$ cat src/rtl/display_layer_pkg.sv
// Shared types for the display layer sequencer: state encoding, layer bit positions
// and the per-state layer masks.
package display_layer_pkg;

  typedef enum logic [2:0] {
    IDLE  = 3'd0,
    PLAY  = 3'd1,
    HIT   = 3'd2,
    CLEAR = 3'd3,
    OVER  = 3'd4
  } state_t;

  localparam int LAYER_W          = 9;
  localparam int LAYER_GAME_OVER  = 0;
  localparam int LAYER_COLUMNS    = 1;
  localparam int LAYER_METADATA   = 2;
  localparam int LAYER_BORDERS    = 3;
  localparam int LAYER_BLAST      = 4;
  localparam int LAYER_PLAYER     = 5;
  localparam int LAYER_ENEMY      = 6;
  localparam int LAYER_BOMB       = 7;
  localparam int LAYER_DOOR_IDOL  = 8;

  localparam logic [LAYER_W-1:0] MASK_IDLE       = 9'h008;
  localparam logic [LAYER_W-1:0] MASK_PLAY       = 9'h1FE;
  localparam logic [LAYER_W-1:0] MASK_CLEAR      = 9'h10E;
  localparam logic [LAYER_W-1:0] MASK_OVER       = 9'h001;
  localparam logic [LAYER_W-1:0] MASK_OVER_BLINK = 9'h00E;

  // Layer enables for a state, given the player flash bit and the blink flag.
  function automatic logic [LAYER_W-1:0] layer_mask(state_t s, logic flash, logic blink);
    logic [LAYER_W-1:0] m;
    m = MASK_IDLE;
    case (s)
      IDLE:    m[LAYER_GAME_OVER] = blink;
      PLAY:    m = MASK_PLAY;
      HIT: begin
        m = MASK_PLAY;
        m[LAYER_PLAYER] = flash;
      end
      CLEAR:   m = MASK_CLEAR;
      OVER:    m = MASK_OVER | (blink ? MASK_OVER_BLINK : '0);
      default: m = MASK_IDLE;
    endcase
    return m;
  endfunction

endpackage

$ cat src/rtl/frame_timer.sv
// Frame counter (saturating) and blink flag generator; both restart on clear.
module frame_timer #(
  parameter int CNT_W        = 8,
  parameter int BLINK_FRAMES = 16
) (
  input  logic             clk,
  input  logic             clear,
  input  logic             startOfFrame,
  output logic [CNT_W-1:0] count,
  output logic             blink
);

  localparam int BW = (BLINK_FRAMES > 1) ? $clog2(BLINK_FRAMES) : 1;

  logic [BW-1:0] blink_cnt;

  always_ff @(posedge clk) begin
    if (clear) begin
      count     <= '0;
      blink_cnt <= '0;
      blink     <= 1'b0;
    end else if (startOfFrame) begin
      if (count != '1) count <= count + CNT_W'(1);
      if (blink_cnt == BW'(BLINK_FRAMES - 1)) begin
        blink_cnt <= '0;
        blink     <= ~blink;
      end else begin
        blink_cnt <= blink_cnt + BW'(1);
      end
    end
  end

endmodule

$ cat src/rtl/display_layer_sequencer.sv
// Game-phase FSM driving the per-layer draw enables.
// Optional macro HIT_FLASH_EN: enables the HIT state (player flash after a collision).
module display_layer_sequencer
  import display_layer_pkg::*;
#(
  parameter int BLINK_FRAMES = 16,
  parameter int HIT_FRAMES   = 64,
  parameter int CLEAR_FRAMES = 120
) (
  input  logic               clk,
  input  logic               reset,
  input  logic               startOfFrame,
  input  logic               start_game,
  input  logic               player_hit,
  input  logic               level_done,
  input  logic               lives_zero,
  output logic [LAYER_W-1:0] layer_en,
  output logic               game_active,
  output logic [2:0]         state_out
);

  localparam int MAX_A      = (BLINK_FRAMES > HIT_FRAMES) ? BLINK_FRAMES : HIT_FRAMES;
  localparam int MAX_FRAMES = (MAX_A > CLEAR_FRAMES) ? MAX_A : CLEAR_FRAMES;
  localparam int CNT_RAW    = $clog2(MAX_FRAMES) + 1;
  // At least 3 bits so the HIT flash can always use counter bit 2.
  localparam int CNT_W      = (CNT_RAW < 3) ? 3 : CNT_RAW;

  state_t           state, state_next;
  logic             state_change;
  logic [CNT_W-1:0] count;
  logic             blink;
  logic             flash_eff, blink_eff;

`ifndef HIT_FLASH_EN
  logic unused_player_hit;
  assign unused_player_hit = player_hit;
`endif

  always_comb begin
    state_next = state;
    case (state)
      IDLE:  if (start_game) state_next = PLAY;
      PLAY: begin
        if (lives_zero)      state_next = OVER;
        else if (level_done) state_next = CLEAR;
`ifdef HIT_FLASH_EN
        else if (player_hit) state_next = HIT;
`endif
      end
`ifdef HIT_FLASH_EN
      HIT: begin
        if (lives_zero)                       state_next = OVER;
        else if (count >= CNT_W'(HIT_FRAMES)) state_next = PLAY;
      end
`endif
      CLEAR: if (count >= CNT_W'(CLEAR_FRAMES)) state_next = PLAY;
      OVER:  if (start_game) state_next = IDLE;
      default: state_next = IDLE;
    endcase
  end

  assign state_change = (state_next != state);

  frame_timer #(
    .CNT_W        (CNT_W),
    .BLINK_FRAMES (BLINK_FRAMES)
  ) u_frame_timer (
    .clk          (clk),
    .clear        (reset | state_change),
    .startOfFrame (startOfFrame),
    .count        (count),
    .blink        (blink)
  );

  // Entering a state restarts the timer, so the new mask must see fresh values.
  assign flash_eff = state_change ? 1'b0 : count[2];
  assign blink_eff = state_change ? 1'b0 : blink;

  always_ff @(posedge clk) begin
    if (reset) begin
      state       <= IDLE;
      layer_en    <= MASK_IDLE;
      game_active <= 1'b0;
    end else begin
      state       <= state_next;
      layer_en    <= layer_mask(state_next, flash_eff, blink_eff);
      game_active <= (state_next == PLAY) || (state_next == HIT);
    end
  end

  assign state_out = state;

endmodule

$ cat config.mk
export PLATFORM = sky130hd
export DESIGN_NAME = display_layer_sequencer
export DESIGN_NICKNAME = d
export VERILOG_FILES = /design/src/rtl/display_layer_pkg.sv /design/src/rtl/frame_timer.sv /design/src/rtl/display_layer_sequencer.sv
export SDC_FILE = /design/constraint.sdc
export NUM_CORES = 1
export LEC_CHECK = 0
export CELL_PAD_IN_SITES_DETAIL_PLACEMENT = 0
export CELL_PAD_IN_SITES_GLOBAL_PLACEMENT = 1
export CORE_ASPECT_RATIO = 1.25
export CORE_MARGIN = 2
export CORE_UTILIZATION = 35
export DETAILED_ROUTE_END_ITERATION = 10
export GPL_TIMING_DRIVEN = 0
export HOLD_SLACK_MARGIN = 0.1
export PLACE_DENSITY_LB_ADDON = 0.1
export SYNTH_ARGS = -nofsm -noshare
export SYNTH_HDL_FRONTEND = slang
export SYNTH_SLANG_ARGS = --single-unit
$ cat constraint.sdc
create_clock -name clk -period 1.4 [get_ports clk]
set_input_delay 0.35 -clock clk [delete_from_list [all_inputs] [get_ports clk]]
set_output_delay 0.35 -clock clk [all_outputs]
set_load 0.01 [all_outputs]
==> summary.txt <==
Critical path
  – Crit path required time: 1600 ps
  – Worst Setup Path Type: input pin to flip-flop
  – Crit. Startpoint: start_game
  – Crit Path Max Fanout: 5
  – Crit path launch type: input pin
  – Worst R2R Start: u_frame_timer.count[6]$_SDFFE_PP0P_
  – Critical path, cell by cell: clkdlybuf4s50_1, nor2b_1, o211ai_1, nor2_1, a31o_2
  – Worst path slowest cell: clkdlybuf4s50_1
  – CP max stage delay: 450 ps
  – CP Capture Type: flip-flop
  – Critical path arrival: 1610 ps

Finish
  – Final std cells w/o fill: 174
  – Final Util: 0.471
  – Fill cells: 314
  – Most frequent cells in the layout: nor2_1, dfxtp_1, dlygate4sd2_1, buf_4, dfxtp_2
  – Nets: 149
  – Area grow syn2layout: 28.0%
  – Area of the multi-input gates: 582 um^2
  – Reg area: 477 um^2
  – Ratio of cells with drive above 1 in the final layout: 0.268
  – Ant diodes: 0

Logic synthesis
  – Synth unique cells: 36
  – Yosys reg bits: 23
  – Mapped Cells: 113
  – Netlist Area Pre-Place: 1090 um^2
  – Synth Warn #: 0
  – Average cell area after synthesis: 9.69 um^2
  – Post-synthesis sequential area ratio: 0.421
  – Syn Nets: 123

Timing
  – Fin crit period: 1410 ps
  – Endpoints failing setup: 1
  – RSZ-0062 raised after global routing: true
  – Worst slew pin tran: 294 ps
  – Smallest hold slack: 520 ps
  – Final hold violations: 0
  – Final slew viol count: 0
  – Final Skew: 7.09 ps
  – Post-route clock period utilization: 1.01
  – Post-route worst setup slack: -8.34 ps
  – Setup TNS: -8.34 ps
  – FMAX: 0.710 GHz
  – Slew HR: 0.803

Power and ir drop
  – Sw frac: 0.250
  – Internal power: 0.000904 W
  – Max VDD drop: 0.000526 V
  – Total Power: 0.00121 W
  – Clock power share: 0.245
  – Part of the power in combinational logic: 0.173
  – NetSw: 0.000302 W
  – P per Cell Area: 861 nW/um^2
  – Sequential share of power: 0.582
  – Leakage: 0.543 nW

Floorplanning
  – Initial core utilization: 0.368
  – Die span in x: 54.0 um
  – Die footprint: 3590 um^2
  – Row count: 22
  – Die height: 66.5 um
  – Core box area: 2970 um^2
  – I/O pin count: 20

Outcome
  – Failing checks: negative setup slack
  – Outcome: finished, violations left

Detailed routing
  – Antenna viol nets, final: 0
  – Routed WL per cell: 11.7 um
  – Post-DR vias/cell: 4.97
  – DRC errors left: 0
  – Drt pass-1 iters: 5
  – Total vias in the final route: 864
  – Number of DRC markers in iteration 0: 15
  – Detailed-route wire length: 2.04 mm

Placement
  – Gp weighted congestion: 0.742
  – Port Buffers: 18
  – Post-detail-place hpwl: 1.45 mm
  – Placed Cells: 167

CTS
  – Htree depth: 1
  – # clock sinks: 23
  – Hold buffer count at CTS: 0
  – Clk buf depth: 2
  – CTS tree: yes
  – Skew-Pair Late Insertion Delay: 300 ps
  – Reg clk slew, reported paths: 120 ps
  – Root Driver: clkbuf_4
  – CTS Buf Count: 3

Worst hold path
  – Hold Crit Class: flip-flop to flip-flop
  – Hold path start: u_frame_timer.count[4]$_SDFFE_PP0P_

Flow run
  – Max Cap Violations: 0

Global routing
  – Largest net degree at the start of global routing: 13
  – Met3 Usage GRT: 0.0202
  – Global-route wire length before repair: 3.00 mm
  – Grt met2 use: 0.201
  – Number of global-route vias before repair: 724
  – Top Usage Layer GRT: met2
  – GRT overflow: 0
  – Met1 Resource Use GR: 0.130
  – GRT Overall Usage: 0.115
  – Antenna violations before repair: 0
-- final cells by class --
class                           instances  area share
Inverter                                6      0.0161
Timing Repair Buffer                   21       0.132
Buffer                                  7      0.0455
Multi-Input combinational cell         77       0.415
Sequential cell                        23       0.340
Clock buffer                            4      0.0188
Tap cell                               36      0.0321
-- repair_timing --
item	4_1_cts	5_1_grt
gates cloned	0	1
setup endpoints to repair	26	15
gates resized for setup	27	15
setup buffers	1	1
pin swaps	0	3
-- flip-flops by register name, summed over array words and instances (netlist names) --
register	count
u_frame_timer.blink_cnt	4
u_frame_timer.blink	1
layer_en	6
u_frame_timer.count	8
game_active	1
state_out	3
-- metal layers --
layer,part of all wire,up-vias
met5,0,-
met4,0.0083,0
met3,0.049,2
met2,0.51,17
met1,0.43,395
li1,-,450
-- cells in the mapped netlist --
| cell type | instances | area (um^2) |
|---|---|---|
| xor2_1 | 4 | 35.0 |
| a21oi_1 | 5 | 25.0 |
| buf_4 | 5 | 37.5 |
| nor3_2 | 1 | 10.0 |
| and4_1 | 2 | 17.5 |
| a41o_1 | 1 | 10.0 |
| nor3b_1 | 2 | 15.0 |
| a311oi_1 | 2 | 17.5 |
| and2_1 | 4 | 25.0 |
| o211ai_4 | 1 | 21.3 |
| a211oi_1 | 1 | 7.51 |
| nand4_1 | 3 | 18.8 |
| nand4bb_1 | 1 | 11.3 |
| inv_1 | 6 | 22.5 |
| buf_6 | 2 | 22.5 |
| xnor2_1 | 1 | 8.76 |
| and4bb_2 | 1 | 12.5 |
| a21boi_0 | 1 | 7.51 |
| nand3_1 | 3 | 15.0 |
| ha_1 | 3 | 37.5 |
| a21bo_2 | 1 | 10.0 |
| nor2b_1 | 4 | 25.0 |
| a211oi_2 | 2 | 25.0 |
| a41oi_1 | 1 | 8.76 |
| nor2_1 | 15 | 56.3 |
| nand3b_1 | 1 | 7.51 |
| o21ai_0 | 3 | 15.0 |
| a31o_2 | 1 | 8.76 |
| o21a_1 | 2 | 15.0 |
| nand2_1 | 2 | 7.51 |
| dfxtp_1 | 23 | 460 |
| o22ai_4 | 1 | 20.0 |
| mux2i_1 | 2 | 20.0 |
| a22oi_1 | 1 | 7.51 |
| o211ai_1 | 2 | 15.0 |
| nor3_1 | 3 | 15.0 |
-- critical path, delay by kind of cell --
kind	cells	cell delay (ps)
AOI/OAI and AO/OA	2	500
buffers and inverters	1	450
and+or+nand+nor	2	300
-- per-stage QoR --
step / area [um^2] / setup slack (ps)
floorplan: 1090 / 76.7
global placement: 1320 / -435
detailed placement: 1320 / -449
CTS: 1340 / 0.365
global route: 1400 / -41.4
finish: 1400 / -8.34
-- kinds of logic (layout without fill, tap and decap cells) --
| kind of cell | count (synthesis) | in the layout | synth area share |
|---|---|---|---|
| simple gates | 42 | 42 | 0.216 |
| compound gates | 25 | 25 | 0.195 |
| flops | 23 | 23 | 0.421 |
| buf+inv | 13 | 38 | 0.0754 |
| xor+xnor | 5 | 5 | 0.0400 |
| fa+ha+maj | 3 | 3 | 0.0343 |
| mux | 2 | 2 | 0.0183 |
-- power groups by stage --
stage	logic, W	registers (W)	clock network (W)
6_report	0.000209	0.000702	0.000296
4_1_cts	0.000200	0.000699	0.000325
2_1_floorplan	0.000110	0.000724	0
3_3_place_gp	0.000217	0.000715	0
5_1_grt	0.000227	0.000706	0.000344
3_5_place_dp	0.000218	0.000716	0
-- worst paths after layout --
kind                                                       endpoint  slack (ps)  cells after the start
worst min register to register  u_frame_timer.count[4]$_SDFFE_PP0P_         520                      2
worst max-delay path                         layer_en[2]$_SDFF_PP0_          -8                      5
worst max register to register  u_frame_timer.count[6]$_SDFFE_PP0P_          50                      6
worst min-delay path            u_frame_timer.count[4]$_SDFFE_PP0P_         520                      2
Power figures use the tool's default switching activity.
==> edit 1: new RTL, same flow settings <==
`HIT_FRAMES`: 64 -> 256.
--- a/src/rtl/display_layer_sequencer.sv
+++ b/src/rtl/display_layer_sequencer.sv
@@ -6,3 +6,3 @@
   parameter int BLINK_FRAMES = 16,
-  parameter int HIT_FRAMES   = 64,
+  parameter int HIT_FRAMES   = 256,
   parameter int CLEAR_FRAMES = 120
Formal check against the unedited RTL: no difference found for any inputs over 10 cycles, from zero or initial values and one cycle with reset high; that may be too few to reach the edited logic, so the function may still have changed.
==> edit 1 against the unedited design <==
Sequential cell count is the same; final area grew 11%; clock power grew 4%; the run still ends with negative setup slack left; area after synthesis shrank 3.7%; setup slack lost 0.22 ns; critical path type is now reg2reg; die area shrank 3.4%; total power grew 5.1%; wire length grew 8.5%; cell count grew 8.6%.
==> edit 1: results (changes against the unedited design) <==
| Metric | Value |
|---|---|
| Setup TNS | `-3.006 ns (-2.997 ns)` |
| Max stage delay on crit path | `0.36 ns (-0.09 ns)` |
| CTS Root Cell | `clkbuf_4` |
| Setup-failing EPs final | `19 (+18)` |
| Async SR Flop Fraction | `0% (unchanged)` |
| H-tree Lvls | `1 (unchanged)` |
| Compound-gate portion of the synthesized area | `9.846% (-9.7 points)` |
| GP Congestion | `0.6560 (-12%)` |
| Num CTS Buffers | `3 (unchanged)` |
| Vias in the first global route | `859 (+19%)` |
| GR Util met3 | `2.727% (+0.71 points)` |
| Pre-CTS setup slack | `-0.3712 ns (+0.07736 ns)` |
| Post-Synth Adder-Cell Area | `4.745% (+1.3 points)` |
| Sequential element share of the synthesized area | `43.65% (+1.6 points)` |
| Grt met2 use | `22.97% (+2.8 points)` |
| Crit-path max FO | `5 (unchanged)` |
| Crit-path leading delay family | `simple AND/OR/NAND/NOR gates` |
| Critical Path AT | `1.88 ns (+0.27 ns)` |
| DRT met1 WL | `948 um (+8.6%)` |
| Via count | `906 (+4.9%)` |
| Mean area per synthesized cell | `9.418 um2 (-2.8%)` |
| Detailed Route Iter0 Violations | `2 (-13)` |
| Initial antenna violation count | `0 (unchanged)` |
| Pleak | `0.6540 nW (+20%)` |
| HPWL Detailed | `1.439 mm (-0.44%)` |
| PnR worst setup slack | `-0.2269 ns (-0.2186 ns)` |
| Layout Skew | `0.002996 ns (-0.004097 ns)` |
| GRT Util Overall | `13.80% (+2.3 points)` |
| VDD IR max | `0.4268 mV (-19%)` |
| Clock latency on the worst-skew pair | `0.30 ns (about the same)` |
| Wire per inst | `11.71 um (about the same)` |
| DR WL met2 | `1.164 mm (+11%)` |
| Leading registers by flop count | `u_frame_timer.count x9, layer_en x6, u_frame_timer.blink_cnt x4` |
| Violated checks | `negative setup slack` |
| Top cells by area, synth | `dfxtp_1 44%, nor2_1 7.1%, xor2_1 6.6%` |
| Synth top cells by count | `23 x dfxtp_1, 20 x nor2_1, 8 x xor2_1, 5 x a21oi_1` |
| Net count, final | `165 (+11%)` |
| HP Class | `in2reg` |
| Pins Over Slew Limit | `0 (unchanged)` |
| # diodes | `0 (unchanged)` |
| Share of cells above drive strength 1 | `38.56% (+12 points)` |
| Worst-margin pin slew | `0.3433 ns (+0.04952 ns)` |
| Met1 Use GR | `16.57% (+3.6 points)` |
| Synth Area in XOR/XNOR | `7.473% (+3.5 points)` |
| Clock Pin Slew Worst Setup and Hold Paths | `0.13 ns` |
| Post-Layout Cell Count | `189 (+8.6%)` |
| Outcome | `finished with violations` |
| DR WL met3 | `80 um (-19%)` |
| First-pass GRT wire length | `3.622 mm (+21%)` |
| Pre-antenna DRT Iters | `3 (-2)` |
| Number of distinct library cells after synthesis | `35 (-2.8%)` |
| Syn_nets | `123 (unchanged)` |
| Slowest CP cell | `o41ai_4` |
| Placed cell area | `1282 um2 (-2.8%)` |
| Post-synthesis mux area share | `1.898% (+0.069 points)` |
| Port buffer count | `17 (-1)` |
| Synth Flop Type | `dfxtp_1` |
edit 1: cell count changes after synthesis, sizes merged, moves of 2 or more:
cell	unedited run	this run
nor3	4	2
and2	4	2
o21ai	3	0
o21a	2	0
inv	6	4
o211ai	3	1
nand2b	0	2
nand2	2	4
nor2	15	20
a211oi	3	0
xor2	4	8
edit 1: what timing repair did:
item,in CTS,in global routing
pin swaps,12,15
gates cloned,0,1
buffers inserted,10,9
hold buffers,0,0
resized for setup,30,17
endpoints found under the setup margin,23,20
edit 1: worst reg2reg max path: stages, from the launching register on:
cell       delay (ns)
dfxtp_2          0.34
and4_4           0.18
buf_4            0.13
buf_6            0.11
o41ai_4          0.36
nand3b_4         0.17
clkbuf_16        0.19
nor2_1           0.09
edit 1: power by group:
group	internal, mW	leakage (nW)	switching (mW)
combinational	0.149	0.447	0.113
sequential	0.681	0.192	0.0180
clock	0.111	0.0150	0.197
edit 1: cell type report:
cell class	instances	area (um2)
clock buffer	4	26.28
timing repair buffer	37	341.6
buffer	8	62.56
multi-input combinational	77	590.6
fill	300	1361
sequential	23	475.5
tap	36	45.04
inverter	4	15.01
edit 1: final timing paths:
path                                       startpoint                                 endpoint  slack, ns  cells after the start
hold reg to reg      u_frame_timer.blink$_SDFFE_PP0P_                   layer_en[3]$_SDFF_PP1_       0.52                      2
setup reg to reg  u_frame_timer.count[6]$_SDFFE_PP0P_      u_frame_timer.count[6]$_SDFFE_PP0P_      -0.23                      7
setup / recovery  u_frame_timer.count[6]$_SDFFE_PP0P_      u_frame_timer.count[6]$_SDFFE_PP0P_      -0.23                      7
hold / removal                           startOfFrame  u_frame_timer.blink_cnt[1]$_SDFFE_PP0P_       0.41                      3
==> edit 2: new RTL, config.mk and constraints unchanged <==
Without the edit above. Make the reset (`reset`) asynchronous in one clocked block.
--- a/src/rtl/display_layer_sequencer.sv
+++ b/src/rtl/display_layer_sequencer.sv
@@ -78,3 +78,3 @@
 
-  always_ff @(posedge clk) begin
+  always_ff @(posedge clk or posedge reset) begin
     if (reset) begin
Function: differs if reset is asserted again (counterexample within 4 cycles, from zero or initial values and one cycle with reset high); with reset held inactive, the same outputs for 10 cycles.
==> edit 2 against the unedited design <==
The flow still finishes with violations (negative setup slack); area after synthesis rose by 3.9%; wire length rose by 22%; via count rose by 11%; final area rose by 15%; non-clock buffer count rose by 10; sequential cell count did not move; setup slack got worse by 0.079 ns.
Power is not compared: it rests on default switching activity, and its combinational part moved more than twofold at a synthesized area within 25%.
==> edit 2: results (changes against the unedited design) <==
| Metric | Value |
|---|---|
| Grt met2 use | `26.79% (+6.7 points)` |
| Synth top cells by count | `13 x dfxtp_1, 9 x dfrtp_1, 9 x inv_1, 9 x nor2_1, 8 x a21oi_1` |
| Fillers | `319 (+1.6%)` |
| Max clock buf depth | `2 (unchanged)` |
| Met1 Use GR | `16.87% (+3.9 points)` |
| Number of distinct library cells after synthesis | `40 (+11%)` |
| Outcome | `finished with violations` |
| HP Class | `in2async` |
| Cells after Synth | `115 (+1.8%)` |
| Synth Area in XOR/XNOR | `3.850% (-0.15 points)` |
| Async SR Flop Fraction | `43.48% (+43 points)` |
| Pre-antenna DRT Iters | `2 (-3)` |
| Initial antenna violation count | `0 (unchanged)` |
| Crit-path leading delay family | `flip-flops` |
| Violated checks | `negative setup slack` |
| Post-Layout Cell Count | `187 (+7.5%)` |
| CTS Root Cell | `clkbuf_8` |
| Pre-CTS setup slack | `-0.5694 ns (-0.1208 ns)` |
| Post-synthesis mux area share | `1.760% (-0.068 points)` |
| Layout Skew | `0.001425 ns (-0.005668 ns)` |
| GR Util met3 | `2.212% (+0.19 points)` |
| GP Congestion | `0.8090 (+9.0%)` |
| Via-to-Cell Ratio | `5.134 (+3.4%)` |
| Sequential element share of the synthesized area | `44.99% (+2.9 points)` |
| Syn_nets | `125 (+1.6%)` |
| First-pass GRT wire length | `4.043 mm (+35%)` |
| GRT Util Overall | `14.90% (+3.4 points)` |
| Setup-failing EPs final | `12 (+11)` |
| Slew margin rel. | `69.28% (-11 points)` |
| Net count, final | `161 (+8.1%)` |
| HPWL Detailed | `1.639 mm (+13%)` |
| Clock Pin Slew Worst Setup and Hold Paths | `0.08 ns (-0.04 ns)` |
| Vias in the first global route | `929 (+28%)` |
| Compound-gate portion of the synthesized area | `19.36% (-0.18 points)` |
| Number of placed instances, taps included | `170 (+1.8%)` |
| Slowest CP cell | `dfrtp_2` |
| PnR worst setup slack | `-0.08709 ns (-0.07876 ns)` |
| Placed cell area | `1385 um2 (+4.9%)` |
| Critical Path AT | `1.67 ns (+0.06 ns)` |
| Wire per inst | `13.30 um (+13%)` |
| Post-Synth Adder-Cell Area | `3.300% (-0.13 points)` |
| Largest net degree at the start of global routing | `14 (+1)` |
| Top cells by area, synth | `dfxtp_1 23%, dfrtp_1 20%, a21oi_1 3.5%` |
## edit 2: power breakdown
| part | internal, mW | switching, mW |
|---|---|---|
| clock | 0.199 | 0.215 |
| sequential | 0.667 | 0.0121 |
| combinational | 0.0485 | 0.0506 |
## edit 2: repair_timing
item,in CTS,in global routing
pin swaps,15,5
buffers inserted,11,3
endpoints found under the setup margin,29,23
gates resized for setup,39,14
cloned,1,0
hold buffers,0,0
## edit 2: per-layer routing
layer / vias up / wire [um]
met5: - / 0
met4: 0 / 19
met3: 2 / 75
met2: 14 / 1371
met1: 469 / 1021
li1: 475 / -
## edit 2: final cells by class
class | instances | area share [%]
clock inverter | 1 | 0.3101
sequential | 23 | 32.40
multi-input combinational | 76 | 39.07
clock buffer | 3 | 2.558
tap | 37 | 2.868
buffer | 5 | 2.791
timing repair buffer | 33 | 17.91
inverter | 9 | 2.093
## edit 2: kinds of logic after synthesis
group | count (synthesis)
buf+inv | 16
compound gates | 27
fa+ha+maj | 3
mux | 2
simple gates | 39
xor+xnor | 5
flops | 23
## edit 2: worst register-to-register path, stage by stage, from the launching register on
cell      delay, ns
dfrtp_2        0.45
buf_6          0.13
and4bb_2       0.24
o32ai_4        0.14
o211ai_4       0.16
buf_6          0.17
a211oi_2       0.12
## edit 2: worst paths after layout
check                                                           end  slack [ns]                        startpoint
worst min register to register                layer_en[3]$_DFF_PP1_        0.49  u_frame_timer.blink$_SDFFE_PP0P_
max in group asynchronous                    state_out[0]$_DFF_PP0_        0.67                             reset
worst max-delay path            u_frame_timer.count[5]$_SDFFE_PP0P_       -0.09            state_out[0]$_DFF_PP0_
min in group clk                              layer_en[3]$_DFF_PP1_        0.49  u_frame_timer.blink$_SDFFE_PP0P_
worst min-delay path                          layer_en[2]$_DFF_PP0_        0.39                             reset
worst max register to register  u_frame_timer.count[5]$_SDFFE_PP0P_       -0.09            state_out[0]$_DFF_PP0_
